`src/rtl/dct_frame_arb.sv`:
```
// Two-requester frame arbiter feeding the vector-rotation RAM sink.
// A frame is owned until the sink reports completion on done_in; frame-length and size faults are flagged.
module dct_frame_arb #(
    parameter int wData = 28
) (
    input  logic             clk,
    input  logic             rst_sync,
    input  logic             s0_valid,
    input  logic             s0_sop,
    input  logic             s0_eop,
    output logic             s0_ready,
    input  logic [wData-1:0] s0_real,
    input  logic [wData-1:0] s0_imag,
    input  logic [11:0]      s0_fftpts,
    input  logic             s1_valid,
    input  logic             s1_sop,
    input  logic             s1_eop,
    output logic             s1_ready,
    input  logic [wData-1:0] s1_real,
    input  logic [wData-1:0] s1_imag,
    input  logic [11:0]      s1_fftpts,
    output logic             m_valid,
    output logic             m_sop,
    output logic             m_eop,
    output logic [wData-1:0] m_real,
    output logic [wData-1:0] m_imag,
    output logic [11:0]      m_fftpts,
    input  logic             m_ready,
    input  logic             done_in,
    output logic [1:0]       grant,
    output logic             busy,
    output logic             len_err,
    output logic             cfg_err
);

    typedef enum logic [1:0] {
        ST_IDLE      = 2'd0,
        ST_PASS      = 2'd1,
        ST_DRAIN     = 2'd2,
        ST_WAIT_DONE = 2'd3
    } state_t;

    state_t      r_state, w_state_nxt;
    logic [1:0]  r_grant, w_grant_nxt;
    logic        r_last, w_last_nxt;
    logic [11:0] r_beat, w_beat_nxt;
    logic [11:0] r_fftpts, w_fftpts_nxt;
    logic        r_cfg_drain, w_cfg_drain_nxt;
    logic        r_len_err, w_len_err_nxt;
    logic        r_cfg_err, w_cfg_err_nxt;

    logic             w_cand0, w_cand1, w_pick1;
    logic [11:0]      w_pick_fftpts;
    logic             w_sel;
    logic             w_sel_valid, w_sel_sop, w_sel_eop;
    logic [wData-1:0] w_sel_real, w_sel_imag;
    logic             w_first, w_last, w_xfer;
    logic             w_s0_ready, w_s1_ready, w_m_valid, w_m_sop, w_m_eop;
    logic [wData-1:0] w_m_real, w_m_imag;

    // Legal frame sizes are the powers of two from 8 to 2048.
    function automatic logic f_size_ok(input logic [11:0] n);
        f_size_ok = (n >= 12'd8) && ((n & (n - 12'd1)) == 12'd0);
    endfunction

    assign w_cand0       = s0_valid && s0_sop;
    assign w_cand1       = s1_valid && s1_sop;
    // r_last holds the index granted last; on a tie the other requester wins.
    assign w_pick1       = w_cand1 && (!w_cand0 || (r_last == 1'b0));
    assign w_pick_fftpts = w_pick1 ? s1_fftpts : s0_fftpts;

    assign w_sel       = r_grant[1];
    assign w_sel_valid = w_sel ? s1_valid : s0_valid;
    assign w_sel_sop   = w_sel ? s1_sop   : s0_sop;
    assign w_sel_eop   = w_sel ? s1_eop   : s0_eop;
    assign w_sel_real  = w_sel ? s1_real  : s0_real;
    assign w_sel_imag  = w_sel ? s1_imag  : s0_imag;
    assign w_first     = (r_beat == 12'd0);
    assign w_last      = ((r_beat + 12'd1) == r_fftpts);
    assign w_xfer      = w_sel_valid && m_ready;

    // Next-state, handshake and datapath selection.
    always_comb begin
        w_state_nxt     = r_state;
        w_grant_nxt     = r_grant;
        w_last_nxt      = r_last;
        w_beat_nxt      = r_beat;
        w_fftpts_nxt    = r_fftpts;
        w_cfg_drain_nxt = r_cfg_drain;
        w_len_err_nxt   = 1'b0;
        w_cfg_err_nxt   = 1'b0;
        w_s0_ready      = 1'b0;
        w_s1_ready      = 1'b0;
        w_m_valid       = 1'b0;
        w_m_sop         = 1'b0;
        w_m_eop         = 1'b0;
        w_m_real        = {wData{1'b0}};
        w_m_imag        = {wData{1'b0}};
        case (r_state)
            ST_IDLE: begin
                w_s0_ready = s0_valid && !s0_sop;
                w_s1_ready = s1_valid && !s1_sop;
                if (w_cand0 || w_cand1) begin
                    w_grant_nxt  = w_pick1 ? 2'b10 : 2'b01;
                    w_fftpts_nxt = w_pick_fftpts;
                    w_beat_nxt   = 12'd0;
                    if (f_size_ok(w_pick_fftpts)) begin
                        w_state_nxt     = ST_PASS;
                        w_cfg_drain_nxt = 1'b0;
                    end else begin
                        w_state_nxt     = ST_DRAIN;
                        w_cfg_drain_nxt = 1'b1;
                        w_cfg_err_nxt   = 1'b1;
                    end
                end else begin
                    w_grant_nxt = 2'b00;
                end
            end
            ST_PASS: begin
                w_m_valid  = w_sel_valid;
                w_m_sop    = w_sel_valid && w_first;
                w_m_eop    = w_sel_valid && (w_sel_eop || w_last);
                w_m_real   = w_sel_real;
                w_m_imag   = w_sel_imag;
                w_s0_ready = !w_sel && m_ready;
                w_s1_ready = w_sel && m_ready;
                if (w_xfer) begin
                    w_beat_nxt    = r_beat + 12'd1;
                    w_len_err_nxt = w_sel_sop && !w_first;
                    if (w_sel_eop) begin
                        w_state_nxt = ST_WAIT_DONE;
                        if (!w_last) begin
                            w_len_err_nxt = 1'b1;
                        end else begin
                            w_len_err_nxt = w_sel_sop && !w_first;
                        end
                    end else if (w_last) begin
                        // Frame overran N: close it at N and swallow the remainder.
                        w_state_nxt   = ST_DRAIN;
                        w_len_err_nxt = 1'b1;
                    end else begin
                        w_state_nxt = ST_PASS;
                    end
                end else begin
                    w_beat_nxt = r_beat;
                end
            end
            ST_DRAIN: begin
                w_s0_ready = !w_sel;
                w_s1_ready = w_sel;
                if (w_sel_valid && w_sel_eop) begin
                    if (r_cfg_drain) begin
                        w_state_nxt     = ST_IDLE;
                        w_grant_nxt     = 2'b00;
                        w_cfg_drain_nxt = 1'b0;
                    end else begin
                        w_state_nxt = ST_WAIT_DONE;
                    end
                end else begin
                    w_state_nxt = ST_DRAIN;
                end
            end
            ST_WAIT_DONE: begin
                if (done_in) begin
                    w_state_nxt = ST_IDLE;
                    w_grant_nxt = 2'b00;
                    w_last_nxt  = r_grant[1];
                end else begin
                    w_state_nxt = ST_WAIT_DONE;
                end
            end
            default: begin
                w_state_nxt = ST_IDLE;
                w_grant_nxt = 2'b00;
            end
        endcase
    end

    // State and status registers with synchronous reset.
    always_ff @(posedge clk) begin
        if (rst_sync) begin
            r_state     <= ST_IDLE;
            r_grant     <= 2'b00;
            r_last      <= 1'b1;
            r_beat      <= 12'd0;
            r_fftpts    <= 12'd0;
            r_cfg_drain <= 1'b0;
            r_len_err   <= 1'b0;
            r_cfg_err   <= 1'b0;
        end else begin
            r_state     <= w_state_nxt;
            r_grant     <= w_grant_nxt;
            r_last      <= w_last_nxt;
            r_beat      <= w_beat_nxt;
            r_fftpts    <= w_fftpts_nxt;
            r_cfg_drain <= w_cfg_drain_nxt;
            r_len_err   <= w_len_err_nxt;
            r_cfg_err   <= w_cfg_err_nxt;
        end
    end

    // Combinational handshakes are held low during reset so nothing moves mid-reset.
    assign s0_ready = w_s0_ready && !rst_sync;
    assign s1_ready = w_s1_ready && !rst_sync;
    assign m_valid  = w_m_valid && !rst_sync;
    assign m_sop    = w_m_sop && !rst_sync;
    assign m_eop    = w_m_eop && !rst_sync;
    assign m_real   = w_m_real;
    assign m_imag   = w_m_imag;
    assign m_fftpts = r_fftpts;
    assign grant    = r_grant;
    assign busy     = (r_state != ST_IDLE);
    assign len_err  = r_len_err;
    assign cfg_err  = r_cfg_err;

endmodule

```
`config.mk`:
```
export PLATFORM = sky130hd
export DESIGN_NAME = dct_frame_arb
export DESIGN_NICKNAME = d
export VERILOG_FILES = /design/src/rtl/dct_frame_arb.sv
export SDC_FILE = /design/constraint.sdc
export NUM_CORES = 1
export LEC_CHECK = 0
export CORE_MARGIN = 2
export CORE_UTILIZATION = 32
export DETAILED_ROUTE_END_ITERATION = 16
export PLACE_DENSITY = 0.79
export SLEW_MARGIN = 10
export SYNTH_ARGS = -nofsm -noshare
export SYNTH_HDL_FRONTEND = slang
export SYNTH_SLANG_ARGS = --single-unit
```
`constraint.sdc`:
```
create_clock -name clk -period 3.75 [get_ports clk]
set_input_delay 0.9375 -clock clk [delete_from_list [all_inputs] [get_ports clk]]
set_output_delay 0.9375 -clock clk [all_outputs]
set_load 0.02 [all_outputs]
```
==> summary.txt <==
Finish
  – Final Cell Area: 0.00594 mm^2
  – Share of cells above drive strength 1: 0.0593
  – Layout Nets: 827
  – Cell Count, Final, Fillers Out: 815
  – Layout area overhead: 77.0%
  – Final Util: 0.580
  – Filler cells: 925

Timing
  – Final slew viol count: 0
  – Worst slew pin tran: 967 ps
  – Peak Freq: 280 MHz
  – Max transition margin: 0.351
  – Final setup violating endpoints: 0
  – Setup TNS: 0 ps
  – Final worst slack: 178 ps
  – RSZ-0062 raised after global routing: no
  – Final critical-path share of the clock period: 0.953
  – Post-Route Skew: 6.33 ps
  – Period minus WS final: 3570 ps
  – Final-report hold violation count: 0

Worst setup path
  – Setup crit end kind: output pin
  – CP Launch Type: flip-flop
  – Kind of critical path: flip-flop to output pin
  – FF-to-FF path depth: 8
  – Crit path DAT: 2630 ps
  – CP Max Fanout: 5
  – FF-to-FF setup slack: 1160 ps
  – CP required: 2810 ps
  – Crit path to: m_eop
  – Worst Setup SP: r_beat[2]
  – Crit Reg-Reg Endpoint: r_state[0]
  – RR Startpoint: r_beat[2]

Placed design
  – DP Worst Slack: 75.2 ps
  – Placed Instances: 802
  – Placer congestion estimate: 1.03
  – Post-DP HPWL: 12,700 um
  – Port-buffer cells: 223
  – Area post-placement: 0.00580 mm^2

GRT
  – GRT Overall Usage: 0.262
  – Total grt overflow: 0
  – Largest net degree at the start of global routing: 46
  – First-pass GRT wire length: 22,700 um
  – Antenna violations before repair: 4
  – Number of global-route vias before repair: 4,165

Synth
  – Most common cell in the netlist: mux2i_1
  – Post-synth ARST share: 0
  – Post-synthesis sequential area ratio: 0.191
  – Post-Syn Instances: 456
  – Area contributors post-synth: dfxtp_1 (19%), mux2i_1 (18%), nor2b_1 (11%)
  – Synthesized flop and latch total: 32
  – Post-synth top flop: dfxtp_1
  – Distinct cells, synth: 54
  – Top post-synthesis cells by count: mux2i_1 (59), nor2b_1 (57), nand2_1 (44)
  – Synth top area share: 0.191
  – Synth Net Count: 609
  – Synth area leader: dfxtp_1
  – Syn. warnings: 0
  – Mapped Area: 0.00335 mm^2
  – Avg Synthesized Cell Area: 7.35 um^2
  – EDFF count, synth: 0

Min path
  – Hold crit path type: flip-flop to flip-flop

Run status
  – Outcome: complete, no violations

Drt
  – Pre-Repair DR Iteration Count: 5
  – Final WL: 15,400 um
  – Vias: 4,354
  – Initial DRC Count: 379
  – Routed WL per cell: 18.9 um
  – Post-DRT Antenna Nets: 0
  – Vias per inst: 5.34
  – # DRC: 0

Clocking
  – Worst-Skew Late Latency: 290 ps
  – TritonCTS clock tree: built
  – Longest Clk Path Bufs: 2
  – Clock root buffer: clkbuf_8
  – Total CTS buffers: 5
  – CTS H-Tree Depth: 2
  – Clk sink count: 32
  – Reg clk slew, reported paths: 70 ps

Power and ir drop
  – Leak: 2.02 nW
  – PD cells: 243 mW/mm^2
  – Peak supply drop: 0.178 mV

Die
  – Die height: 106 um
  – Total Die Area: 0.0113 mm^2
  – Rows: 37
  – Core ar.: 0.0102 mm^2
  – Chip width: 106 um
  – Initial Utilization: 0.328
  – I/O pin cnt: 224

Run
  – Max_cap viols: 0
==> logic make-up (layout without fill, tap and decap cells) <==
group	count (synthesis)	count (layout)	share of synthesized area
other cells	0	4	0
buf+inv	47	266	0.0563
mux	61	61	0.183
flops	32	32	0.191
fa+ha+maj	8	8	0.0295
compound gates	86	86	0.173
xor+xnor	14	14	0.0366
simple gates	208	208	0.331
==> placed cells by master, fill, tap and decap left out, drive strengths merged, types with 5 or more instances in the layout <==
master	instances
nor3	7
a211oi	5
nand3	10
xor2	5
nor2b	57
or3	12
ha	7
nand4	6
clkbuf	6
buf	21
o21ai	19
mux2i	59
nand2	44
a21oi	22
clkdlybuf4s50	222
nor4	11
dfxtp	32
xnor2	9
or4	5
nor2	42
a311oi	13
inv	15
==> metrics by stage <==
stage / total power [mW] / hold slack [ps]
2_1_floorplan: 0.752 / 487
3_3_place_gp: 1.08 / 504
3_5_place_dp: 1.09 / 520
4_1_cts: 1.43 / 530
5_1_grt: 1.50 / 569
6_report: 1.44 / 534
==> worst min path at each step <==
| stage | start | cells after the start | to |
|---|---|---|---|
| final | r_beat[11] | 2 | r_beat[11] |
| after CTS | r_beat[11] | 2 | r_beat[11] |
| after global routing | m_fftpts[5] | 2 | m_fftpts[5] |
| after global placement | r_beat[11] | 2 | r_beat[11] |
| after detailed placement | r_beat[11] | 2 | r_beat[11] |
| after floorplan | r_beat[11] | 2 | r_beat[11] |
==> critical path, stage by stage (launching register included) <==
cell and delay, ps:
dfxtp_1 410, nand3_1 130, or3_1 380, a2111oi_1 410
nand4_1 160, or4_1 470, a21oi_1 180, clkbuf_2 200
==> where the power goes <==
part,internal [mW],leakage (nW),switching [mW]
Clock,0.200,0.0548,0.143
Sequential,0.372,0.262,0.0516
Combinational,0.350,1.70,0.324
Total,0.922,2.02,0.518
==> area by class of cell <==
cell class,count,area (um^2),share of cell area
timing repair buffer,244,2410,0.406
clock inverter,3,46.3,0.00780
multi-input combinational,377,2530,0.427
clock buffer,5,68.8,0.0116
inverter,14,52.6,0.00885
antenna,4,10.0,0.00169
tap,136,170,0.0287
sequential,32,644,0.109
==> state kept, by name (all words and copies together), names as in the netlist <==
name / cells
r_cfg_drain: 1
r_state: 2
grant: 2
m_fftpts: 12
r_last: 1
cfg_err: 1
len_err: 1
r_beat: 12
==> what timing repair did <==
item | 4_1_cts | 5_1_grt
setup endpoints to repair | 1 | 1
setup buffers | 0 | 1
pin swaps | 0 | 0
hold buffers | 0 | 0
gates resized for setup | 1 | 4
==> metal layers <==
layer | part of all wire | track usage | routed length, um
met1 | 0.40 | 0.310 | 6100
met2 | 0.47 | 0.446 | 7240
met3 | 0.096 | 0.0644 | 1490
met4 | 0.039 | 0.117 | 608
met5 | 0 | 0 | 0
No activity file was read; power rests on OpenSTA's default activity.
